$ cat src/rtl/cpu_pkg.sv
// Shared definitions for the instruction-sequencing stage: opcodes, timing-state
// encodings and default widths.
package cpu_pkg;

  localparam int DEF_DATA_W = 16;
  localparam int DEF_ADDR_W = 12;

  localparam logic [3:0] OP_LDA = 4'h0;
  localparam logic [3:0] OP_STA = 4'h1;
  localparam logic [3:0] OP_ADD = 4'h2;
  localparam logic [3:0] OP_SUB = 4'h3;
  localparam logic [3:0] OP_JMP = 4'h4;
  localparam logic [3:0] OP_JMI = 4'h5;
  localparam logic [3:0] OP_JEQ = 4'h6;
  localparam logic [3:0] OP_STP = 4'h7;
  localparam logic [3:0] OP_LDI = 4'h8;
  localparam logic [3:0] OP_LSL = 4'h9;

  // One-hot timing states as seen by the decoder; all-zero means halted
  typedef enum logic [2:0] {
    ST_HALT  = 3'b000,
    ST_EXEC1 = 3'b001,
    ST_EXEC2 = 3'b010,
    ST_FETCH = 3'b100
  } state_t;

  function automatic logic is_defined(input logic [3:0] op);
    return op <= OP_LSL;
  endfunction

endpackage

$ cat src/rtl/control_sequencer_if.sv
// Memory bus between the sequencer (master) and the program/data memory (slave).
interface control_sequencer_if #(
  parameter int DATA_W = 16,
  parameter int ADDR_W = 12
);
  logic [DATA_W-1:0] mem_rdata;
  logic [ADDR_W-1:0] mem_addr;
  logic              mem_we;

  modport master (input mem_rdata, output mem_addr, output mem_we);
  modport slave  (output mem_rdata, input mem_addr, input mem_we);
endinterface

$ cat src/rtl/program_counter.sv
// Program counter with enable, increment and parallel load; load wins over increment.
module program_counter #(
  parameter int ADDR_W = 12
) (
  input  logic              clk,
  input  logic              reset,
  input  logic              en,
  input  logic              inc,
  input  logic              load,
  input  logic [ADDR_W-1:0] load_val,
  output logic [ADDR_W-1:0] pc
);

  // Increment wraps silently at the top of the address space
  always_ff @(posedge clk or posedge reset) begin
    if (reset) begin
      pc <= '0;
    end else if (en) begin
      if (load) begin
        pc <= load_val;
      end else if (inc) begin
        pc <= pc + 1'b1;
      end
    end
  end

endmodule

$ cat src/rtl/control_sequencer.sv
// Instruction sequencer: holds PC/IR, steps FETCH -> EXEC1 [-> EXEC2], drives the
// decoder timing/opcode, memory address and write strobe, resolves jumps, halts on STP.
module control_sequencer
  import cpu_pkg::*;
#(
  parameter int DATA_W = DEF_DATA_W,
  parameter int ADDR_W = DEF_ADDR_W
) (
  input  logic                clk,
  input  logic                reset,
  input  logic                step_en,
  input  logic                acc_neg,
  input  logic                acc_zero,
  control_sequencer_if.master mem,
  output logic [2:0]          Q,
  output logic [3:0]          C,
  output logic [ADDR_W-1:0]   operand,
  output logic [ADDR_W-1:0]   pc,
  output logic                halted,
  output logic                illegal
);

  state_t            state;
  state_t            state_next;
  logic [DATA_W-1:0] ir;
  logic [3:0]        opcode;
  logic              ir_load;
  logic              pc_inc;
  logic              pc_load;

  assign opcode  = ir[DATA_W-1 -: 4];
  assign operand = ir[ADDR_W-1:0];

  always_ff @(posedge clk or posedge reset) begin
    if (reset) begin
      state <= ST_FETCH;
      ir    <= '0;
    end else if (step_en) begin
      state <= state_next;
      if (ir_load) begin
        ir <= mem.mem_rdata;
      end
    end
  end

  // Conditional jumps use the accumulator flags present during EXEC1
  always_comb begin
    state_next = state;
    ir_load    = 1'b0;
    pc_inc     = 1'b0;
    pc_load    = 1'b0;
    case (state)
      ST_FETCH: begin
        ir_load    = 1'b1;
        pc_inc     = 1'b1;
        state_next = ST_EXEC1;
      end
      ST_EXEC1: begin
        state_next = ST_FETCH;
        case (opcode)
          OP_LDA, OP_ADD, OP_SUB: state_next = ST_EXEC2;
          OP_JMP:                 pc_load    = 1'b1;
          OP_JMI:                 pc_load    = acc_neg;
          OP_JEQ:                 pc_load    = acc_zero;
          OP_STP:                 state_next = ST_HALT;
          default:                state_next = ST_FETCH;
        endcase
      end
      ST_EXEC2: state_next = ST_FETCH;
      ST_HALT:  state_next = ST_HALT;
      default:  state_next = ST_FETCH;
    endcase
  end

  program_counter #(.ADDR_W(ADDR_W)) u_pc (
    .clk      (clk),
    .reset    (reset),
    .en       (step_en),
    .inc      (pc_inc),
    .load     (pc_load),
    .load_val (operand),
    .pc       (pc)
  );

  // Operand addresses memory only while executing; halt parks the bus on pc
  always_comb begin
    mem.mem_addr = pc;
    if (state == ST_EXEC1 || state == ST_EXEC2) begin
      mem.mem_addr = operand;
    end
  end

  assign mem.mem_we = (state == ST_EXEC1) && (opcode == OP_STA) && step_en;
  assign illegal    = (state == ST_EXEC1) && !is_defined(opcode) && step_en;
  assign halted     = (state == ST_HALT);
  assign Q          = state;
  assign C          = opcode;

endmodule
$ cat src/flat_wrapper.sv
// flat-port wrapper written by rule: the top's interface ports become plain ports
module control_sequencer_flat import cpu_pkg::*;
#(
  parameter int DATA_W = DEF_DATA_W,
  parameter int ADDR_W = DEF_ADDR_W
)
  (clk, reset, step_en, acc_neg, acc_zero, Q, C, operand, pc, halted, illegal, mem_mem_rdata, mem_mem_addr, mem_mem_we);
  control_sequencer_if #(.DATA_W(DATA_W), .ADDR_W(ADDR_W)) mem_i ();
  input  logic clk;
  input  logic reset;
  input  logic step_en;
  input  logic acc_neg;
  input  logic acc_zero;
  output logic [2:0] Q;
  output logic [3:0] C;
  output logic [ADDR_W-1:0] operand;
  output logic [ADDR_W-1:0] pc;
  output logic halted;
  output logic illegal;
  input wire logic [$bits(mem_i.mem_rdata)-1:0] mem_mem_rdata;
  output wire logic [$bits(mem_i.mem_addr)-1:0] mem_mem_addr;
  output wire logic [$bits(mem_i.mem_we)-1:0] mem_mem_we;
  assign mem_i.mem_rdata = mem_mem_rdata;
  assign mem_mem_addr = mem_i.mem_addr;
  assign mem_mem_we = mem_i.mem_we;
  control_sequencer #(.DATA_W(DATA_W), .ADDR_W(ADDR_W)) u_core (.clk(clk), .reset(reset), .step_en(step_en), .acc_neg(acc_neg), .acc_zero(acc_zero), .mem(mem_i), .Q(Q), .C(C), .operand(operand), .pc(pc), .halted(halted), .illegal(illegal));
endmodule
$ cat config.mk
export PLATFORM = sky130hd
export DESIGN_NAME = control_sequencer_flat
export DESIGN_NICKNAME = d
export VERILOG_FILES = /design/src/rtl/cpu_pkg.sv /design/src/rtl/control_sequencer_if.sv /design/src/rtl/program_counter.sv /design/src/rtl/control_sequencer.sv /design/src/flat_wrapper.sv
export SDC_FILE = /design/constraint.sdc
export NUM_CORES = 1
export LEC_CHECK = 0
export BUFFER_PORTS_ARGS = -buffer_cell sky130_fd_sc_hd__clkbuf_2
export CAP_MARGIN = 5
export CORE_MARGIN = 2
export CORE_UTILIZATION = 49
export CTS_CLUSTER_SIZE = 28
export DETAILED_ROUTE_END_ITERATION = 8
export PLACE_DENSITY = 0.79
export RECOVER_POWER = 50
export SYNTH_ARGS = -nofsm -noshare
export SYNTH_HDL_FRONTEND = slang
export SYNTH_SLANG_ARGS = --single-unit
$ cat constraint.sdc
create_clock -name clk -period 2.25 [get_ports clk]
set_clock_uncertainty 0.1 [all_clocks]
set_input_delay 0.45 -clock clk [delete_from_list [all_inputs] [get_ports clk]]
set_output_delay 0.45 -clock clk [all_outputs]
set_load 0.01 [all_outputs]
Word level (Yosys, flattened, before mapping):

Cells that the tools add are included.

* add/subtract/negate cells: 1
* order comparisons: 1
* eq/ne operators: 10
* muxes and demuxes: 8
* reductions and logical operators: 12

Operators with widths (count)
* 12-bit 2-to-1 mux: 3
* 4-bit by 3-bit equality test with 1-bit output, second input constant: 4
* 12-bit by 1-bit adder with 12-bit output, second input constant: 1
* 3-bit one-hot mux with 3 select lines: 1
* 4-bit by 2-bit equality test with 1-bit output, second input constant: 2
* 3-bit one-hot mux with 2 select lines: 1
* 4-bit by 1-bit equality test with 1-bit output, second input constant: 1
* 4-bit less-or-equal comparator, second input constant: 1
* 1-bit logical AND: 4
* 4-bit zero test: 1
* 2-bit AND reduction: 2
* 3-bit by 1-bit equality test with 1-bit output, second input constant: 1
* 3-bit by 2-bit equality test with 1-bit output, second input constant: 1
* 3-bit equality test, second input constant: 1
* 3-bit zero test: 1
* 1-bit one-hot mux with 3 select lines: 1
* 3-bit OR reduction: 1
* 1-bit 2-to-1 mux: 2
* 2-bit nonzero test: 1
* 1-bit zero test: 1
* 1-bit logical OR: 1

* bits in registers: 31
* input port bits: 21
* word-level logic and storage cells: 35

Depth between registers and ports, before layout:

Gate-level depths: netlist (run 1).

* word-level depth: 5
* mapped depth: 7

Hierarchy:

From an unflattened synthesis (run 1), not the netlist that was laid out.

* cells, all modules: 170
* area, all modules: 1798.0 um2

Modules (own cells, without submodules)
* control_sequencer: instances 1, cells an instance 82, area each 1023.5 um2, seq. area each 476.7 um2
* program_counter: instances 1, cells an instance 88, area each 774.5 um2, seq. area each 300.3 um2

Least setup slack after synthesis (run 1):

No wires, ideal clock.

* kind: flip-flop to output port
* start: register u_core.state[0], in the netlist u_core.Q[0]
* end: output mem_mem_addr[10]
* data arrival time: 1.363 ns
* path slack: 0.337 ns
* stages on the path, launching flop included: 7
* cells stage by stage: dfrtp_1 -> buf_4 -> xnor2_1 -> nor2_2 -> buf_2 -> nand2_1 -> o21ai_0

* word-level cells in the longest chain between the ends: 3
* elaborated cells between the ends (all ways): 4
* classes of those cells: eq/ne (2); mux (1); reduce/logical (1)

RTL lines
* start, declared: line control_sequencer.sv:23 `state_t state;`
* start signal, assigned: line control_sequencer.sv:39 `state <= state_next;`
* 3-bit by 1-bit equality test with 1-bit output / 3-bit by 2-bit equality test with 1-bit output (equally long branches): line control_sequencer.sv:88 `if (state == ST_EXEC1 || state == ST_EXEC2) begin`
* 1-bit logical OR (*): line control_sequencer.sv:88
* 12-bit 2-to-1 mux (*): line control_sequencer.sv:88
* end, declared: line flat_wrapper.sv:21 `output wire logic [$bits(mem_i.mem_addr)-1:0] mem_mem_addr;`

Mark *: on every way between the ends. The rest lies on a longest branch, timed or not.

Worst setup path in the final report (run 1):

* start: register u_core.state[0], in the netlist u_core.Q[0]
* end: output mem_mem_we

* word-level cells in the longest chain between the ends: 3

RTL lines
* 3-bit by 1-bit equality test with 1-bit output: line control_sequencer.sv:93 `assign mem.mem_we = (state == ST_EXEC1) && (opcode == OP_STA) && step_en;`
* 1-bit logical AND (2 in series): line control_sequencer.sv:93
* end, declared: line flat_wrapper.sv:22 `output wire logic [$bits(mem_i.mem_we)-1:0] mem_mem_we;`

No other way between the ends.

==> impl_metrics.py, run 1 <==
metrics = {
    "cts": {
        "clk_latency_ns": 0.28,
        "cts_tree": "done",
        "cts_buffers": 5,
        "hold_buffers": 0,
        "numClockSinks": 31,
        "ctsHtreeMaxLevel": 2,
        "cts-root-buf": "clkbuf_8",
        "clk_pin_slew_ns": 0.06,
        "clock_tree.buffer_depth": 2,
    },
    "power": {
        "switching_share": 0.436,
        "power_frac_clock": 0.124,
        "seq_power_share": 0.354,
        "power_density_mw_per_mm2": 1450,
        "max-vdd-ir-drop_mv": 0.700,
        "p_switching_mw": 1.43,
        "p_total_mw": 3.28,
        "combinationalPowerShare": 0.522,
        "p_leak_nw": 1.07,
        "power.internal_mw": 1.85,
    },
    "routing": {
        "viasPerCell": 5.24,
        "dr.pass1.iters": 4,
        "postRouteAntennaNets": 0,
        "drc_errors": 0,
        "routed_wl_um": 3870,
        "wl_per_cell_um": 13.1,
        "vias": 1542,
        "drt_iter0_drc": 66,
    },
    "synthesis": {
        "syn_area_per_cell_um2": 10.6,
        "yosys_warnings": 0,
        "ys_ff_latch": 31,
        "synth_edf_count": 0,
        "synth_ff_type": "dfrtp_1",
        "ys_seq_area_frac": 0.423,
        "synthArstFlopShare": 1.00,
        "yosysUniqueCellTypes": 43,
        "netlist_area_mm2": 0.00184,
        "synth.net_count": 195,
        "synth_cells": 173,
    },
    "hold_path": {
        "worst_hold_path_type": "in2async",
    },
    "placed_design": {
        "hpwl_um": 2890,
        "port_buffers": 66,
        "place_congestion": 0.807,
    },
    "timing": {
        "period_share": 0.954,
        "hold_violations": 0,
        "fin_crit_ns": 2.15,
        "fin_setup_tns_ns": 0,
        "fin_hold_ws_ns": 0.118,
        "final-max-slew-violation-count": 0,
        "tightest_slew_ns": 0.677,
        "relSlewSlack": 0.547,
        "fmax_mhz": 466,
        "finalSetupViolations": 0,
        "rsz0062_at_grt": "false",
    },
    "finish": {
        "drive_gt1_frac": 0.394,
        "num-fill-cells": 338,
        "diodes": 0,
        "syn_to_final_growth_pct": 23.3,
        "final_common_cell": "clkbuf_2",
        "fin_util": 0.623,
        "layout.nets": 267,
        "final_cell_mix": "46 x clkbuf_2, 29 x dfrtp_1, 23 x clkbuf_1",
    },
    "floorplan": {
        "die_height_um": 65.2,
        "start_util": 0.505,
        "rows": 22,
        "io_pins": 67,
        "die_area_mm2": 0.00425,
        "coreArea_mm2": 0.00363,
        "die_w_um": 65.2,
    },
    "setup_path": {
        "timing.rr.start": "u_core.Q[2]",
        "rrSetupSlack_ns": 0.16,
        "crit_type": "reg2out",
        "cp-end-kind": "primary output",
        "critical_path_required_ns": 1.70,
        "crit_path_start_kind": "register",
        "rr_endpoint": "u_core.ir[1]",
        "reg2regPathDepth": 3,
        "path_max_fanout": 8,
        "arrival_ns": 1.60,
    },
    "flow_run": {
        "cap_violations": 0,
    },
    "global_routing": {
        "grtUsageTotal": 0.196,
        "antenna_found_initial": 0,
        "grt_pass1_wl_um": 6360,
        "grt_max_degree": 32,
        "grt_overflow_total": 0,
        "grt_pass1_vias": 1392,
    },
    "outcome": {
        "status": "complete, no violations",
    },
}
## layer usage
layer	up-vias	global-route usage	share of wire
li1	757	-	-
met1	734	0.258	0.47
met2	41	0.305	0.47
met3	10	0.0411	0.041
met4	0	0.104	0.028
met5	-	0	0
## worst max-delay path, cell delays in order, from the launching register on
cell and delay, ns:
dfrtp_1 0.36, buf_4 0.18, nand2_1 0.09, nor3_2 0.31, and4b_1 0.25, clkbuf_2 0.13
## logic make-up (layout without fill, tap and decap cells)
family / after synthesis / in the layout / share of synthesized area
adder cells (fa/ha/maj): 1 / 1 / 0.00682
flip-flops: 31 / 31 / 0.423
XOR/XNOR: 1 / 1 / 0.00477
buffers and inverters: 19 / 92 / 0.0607
AO/OA/AOI/OAI: 37 / 37 / 0.147
AND/OR/NAND/NOR: 54 / 54 / 0.179
multiplexers: 30 / 30 / 0.179
## synth_stat cells (all sizes together) (2+ instances only)
cell | n | share of area
o2bb2ai | 2 | 0.020
a31oi | 2 | 0.015
o22a | 6 | 0.029
dfrtp | 30 | 0.41
nand2 | 18 | 0.037
o22ai | 4 | 0.014
and4 | 2 | 0.010
nor2b | 2 | 0.011
nor3 | 7 | 0.028
nand3 | 6 | 0.019
mux2i | 8 | 0.044
o21ai | 11 | 0.030
mux2 | 22 | 0.13
inv | 10 | 0.020
buf | 9 | 0.040
nor2 | 11 | 0.024
a21oi | 8 | 0.022
## power groups by stage
stage,clock (mW),combinational [mW],sequential (mW)
finish,0.406,1.71,1.16
floorplan,0,1.08,1.21
global route,0.452,1.88,1.21
detailed placement,0,1.75,1.18
CTS,0.419,1.76,1.17
global placement,0,1.72,1.17
## how the worst max path moves through the flow
| stage | start | slack [ns] | endpoint | depth (start not counted) |
|---|---|---|---|---|
| 5_1_grt | u_core.Q[0] | 0.008 | mem_mem_we | 5 |
| 2_1_floorplan | u_core.Q[0] | 0.34 | mem_mem_addr[10] | 6 |
| 6_report | u_core.Q[0] | 0.10 | mem_mem_we | 5 |
| 4_1_cts | u_core.Q[1] | 0.007 | mem_mem_addr[5] | 5 |
| 3_5_place_dp | u_core.Q[1] | 0.22 | mem_mem_addr[5] | 5 |
| 3_3_place_gp | u_core.Q[1] | 0.26 | mem_mem_addr[7] | 5 |
## sequential cells by signal (all words and copies together) (netlist names)
register / count
u_core.Q: 3
u_core.u_pc.pc: 12
u_core.ir: 16
## cell type report
type	count	area, µm²	share of cell area
multi-input cells	123	938	0.415
flip-flops and latches	31	778	0.344
repair buffers	74	369	0.163
inverters	10	37.5	0.0166
clock buffers	8	80.1	0.0354
well taps	48	60.1	0.0265
## metrics by stage
stage / worst slack, ns / std cells / area, µm²
3_5_place_dp: 0.224 / 284 / 2200
3_3_place_gp: 0.263 / 284 / 2200
5_1_grt: 0.00847 / 294 / 2260
6_report: 0.103 / 294 / 2260
4_1_cts: 0.00704 / 292 / 2280
2_1_floorplan: 0.337 / 173 / 1840
## repair_timing
action / 4_1_cts / 5_1_grt
gates resized for setup: 2 / 0
buffers inserted: 0 / 2
endpoints found under the setup margin: 7 / 7
No activity file was read; power rests on OpenSTA's default activity.
==> run 2: changes to the inputs <==
--- a/config.mk
+++ b/config.mk
@@ -7,6 +7,7 @@
 export LEC_CHECK = 0
 export BUFFER_PORTS_ARGS = -buffer_cell sky130_fd_sc_hd__clkbuf_2
 export CAP_MARGIN = 5
+export CORE_ASPECT_RATIO = 1.75
 export CORE_MARGIN = 2
 export CORE_UTILIZATION = 49
 export CTS_CLUSTER_SIZE = 28
==> impl_metrics.py, run 2 (synthesized netlist as in run 1, its figures left out) <==
metrics = {
    "global_routing": {
        "grt_use_met2": 0.428,
        "grtUsageTotal": 0.224,
        "grt_use_met1": 0.222,
        "grt_pass1_vias": 1569,
        "grt_pass1_wl_um": 7230,
        "grt_max_degree": 32,
        "met3_usage": 0.0528,
        "grt_overflow_total": 0,
        "antenna_found_initial": 0,
        "busiest_layer": "met2",
    },
    "cts": {
        "clk_latency_ns": 0.30,
        "ctsHtreeMaxLevel": 2,
        "clk_pin_slew_ns": 0.07,
        "cts_buffers": 5,
        "cts_tree": "done",
        "cts-root-buf": "clkbuf_8",
        "numClockSinks": 31,
        "clock_tree.buffer_depth": 2,
        "hold_buffers": 0,
    },
    "setup_path": {
        "worstSetupStartpoint": "u_core.Q[0]",
        "critical_path_required_ns": 1.70,
        "path_max_fanout": 8,
        "timing.rr.start": "u_core.ir[12]",
        "arrival_ns": 1.64,
        "cp-end-kind": "primary output",
        "crit_type": "reg2out",
        "crit_path_start_kind": "register",
        "reg2regPathDepth": 6,
    },
    "finish": {
        "layout.nets": 270,
        "largest_reg_flops": 16,
        "syn_to_final_growth_pct": 27.7,
        "diodes": 0,
        "drive_gt1_frac": 0.434,
        "largest_register": "u_core.ir",
        "final_common_cell": "clkbuf_2",
        "finalNonFillerCells": 295,
        "fin_util": 0.652,
        "final_cell_mix": "51 x clkbuf_2, 29 x dfrtp_1, 21 x mux2_2",
    },
    "placed_design": {
        "place_congestion": 0.764,
        "dp.cells": 283,
        "port_buffers": 66,
        "hpwl_um": 3220,
        "preCtsSetupSlack_ns": 0.298,
    },
    "routing": {
        "drc_errors": 0,
        "drt_iter0_drc": 45,
        "postRouteAntennaNets": 0,
        "routed_wl_um": 4410,
        "viasPerCell": 5.40,
        "vias": 1593,
        "wl_per_cell_um": 15.0,
        "dr.pass1.iters": 4,
    },
    "floorplan": {
        "die_w_um": 50.3,
        "die_height_um": 85.0,
        "rows": 29,
        "start_util": 0.511,
        "die_area_mm2": 0.00427,
        "io_pins": 67,
        "coreArea_mm2": 0.00359,
    },
    "hold_path": {
        "worst_hold_path_type": "in2async",
    },
    "timing": {
        "relSlewSlack": 0.668,
        "fin_crit_ns": 2.19,
        "setup_ws_ns": 0.0555,
        "hold_violations": 0,
        "rsz0062_at_grt": "true",
        "finalSetupViolations": 0,
        "period_share": 0.975,
        "fmax_mhz": 456,
        "fin_hold_ws_ns": 0.109,
        "final-max-slew-violation-count": 0,
        "tightest_slew_ns": 0.498,
    },
    "power": {
        "power_density_mw_per_mm2": 1520,
        "p_leak_nw": 1.12,
        "p_total_mw": 3.57,
        "max-vdd-ir-drop_mv": 0.989,
    },
    "outcome": {
        "status": "complete, no violations",
    },
    "flow_run": {
        "cap_violations": 0,
    },
}
==> run 2: cell types whose count changed in the layout (fill, tap and decap cells not counted) <==
| cell | change |
|---|---|
| buf_2 | +1 |
| buf_4 | +2 |
| bufinv_16 | +1 |
| clkbuf_1 | -8 |
| clkbuf_2 | +5 |
| clkbuf_8 | +1 |
| clkinv_2 | +1 |
| mux2_2 | -1 |
| mux2_4 | +1 |
| nor3_2 | -1 |
| nor3_4 | +1 |
| nor4b_2 | -1 |
| nor4b_4 | +1 |
==> run 2: area by class of cell <==
cell class,instances,area [µm²]
fillers,319,1250
repair buffers,77,395
flip-flops and latches,31,778
inverters,10,37.5
clock buffers,6,82.6
multi-input cells,123,957
well taps,46,57.6
clock inverters,2,35.0
==> run 2: worst paths after layout <==
check | endpoint | slack, ns
setup / recovery | mem_mem_addr[7] | 0.06
hold / removal | u_core.ir[4] | 0.11
setup reg to reg | u_core.u_pc.pc[7] | 0.34
hold reg to reg | u_core.u_pc.pc[11] | 0.46
max in group asynchronous | u_core.Q[2] | 1.61
min in group clk | u_core.ir[4] | 0.27
==> run 2: power by group <==
part           leakage (nW)  internal (mW)  switching, mW  total, mW
combinational         0.696          0.859          0.962       1.82
clock                0.0612          0.358          0.220      0.578
sequential            0.366          0.833          0.337       1.17
total                  1.12           2.05           1.52       3.57
==> run 2: per-stage QoR <==
| stage | TNS, ns | area [µm²] |
|---|---|---|
| finish | 0 | 2340 |
| global route | -0.153 | 2340 |
| CTS | 0 | 2330 |
| detailed placement | 0 | 2200 |
| global placement | 0 | 2200 |
| floorplan | 0 | 1840 |
==> run 2: worst max-delay path, cell delays in order (launching register included) <==
cell and delay, ns:
dfrtp_2 0.43, xnor2_1 0.15, nor2_2 0.14, buf_6 0.18
mux2_2 0.34, clkbuf_2 0.12
==> run 2: metal layers <==
layer,vias up,routed length [µm]
li1,769,-
met1,771,1570
met2,46,2540
met3,7,232
met4,0,70
met5,-,0
==> run 2: what timing repair did <==
| item | CTS | global route |
|---|---|---|
| setup buffers | 0 | 3 |
| endpoints found under the setup margin | 8 | 8 |
| gates cloned | 0 | 1 |
| gates resized for setup | 2 | 2 |
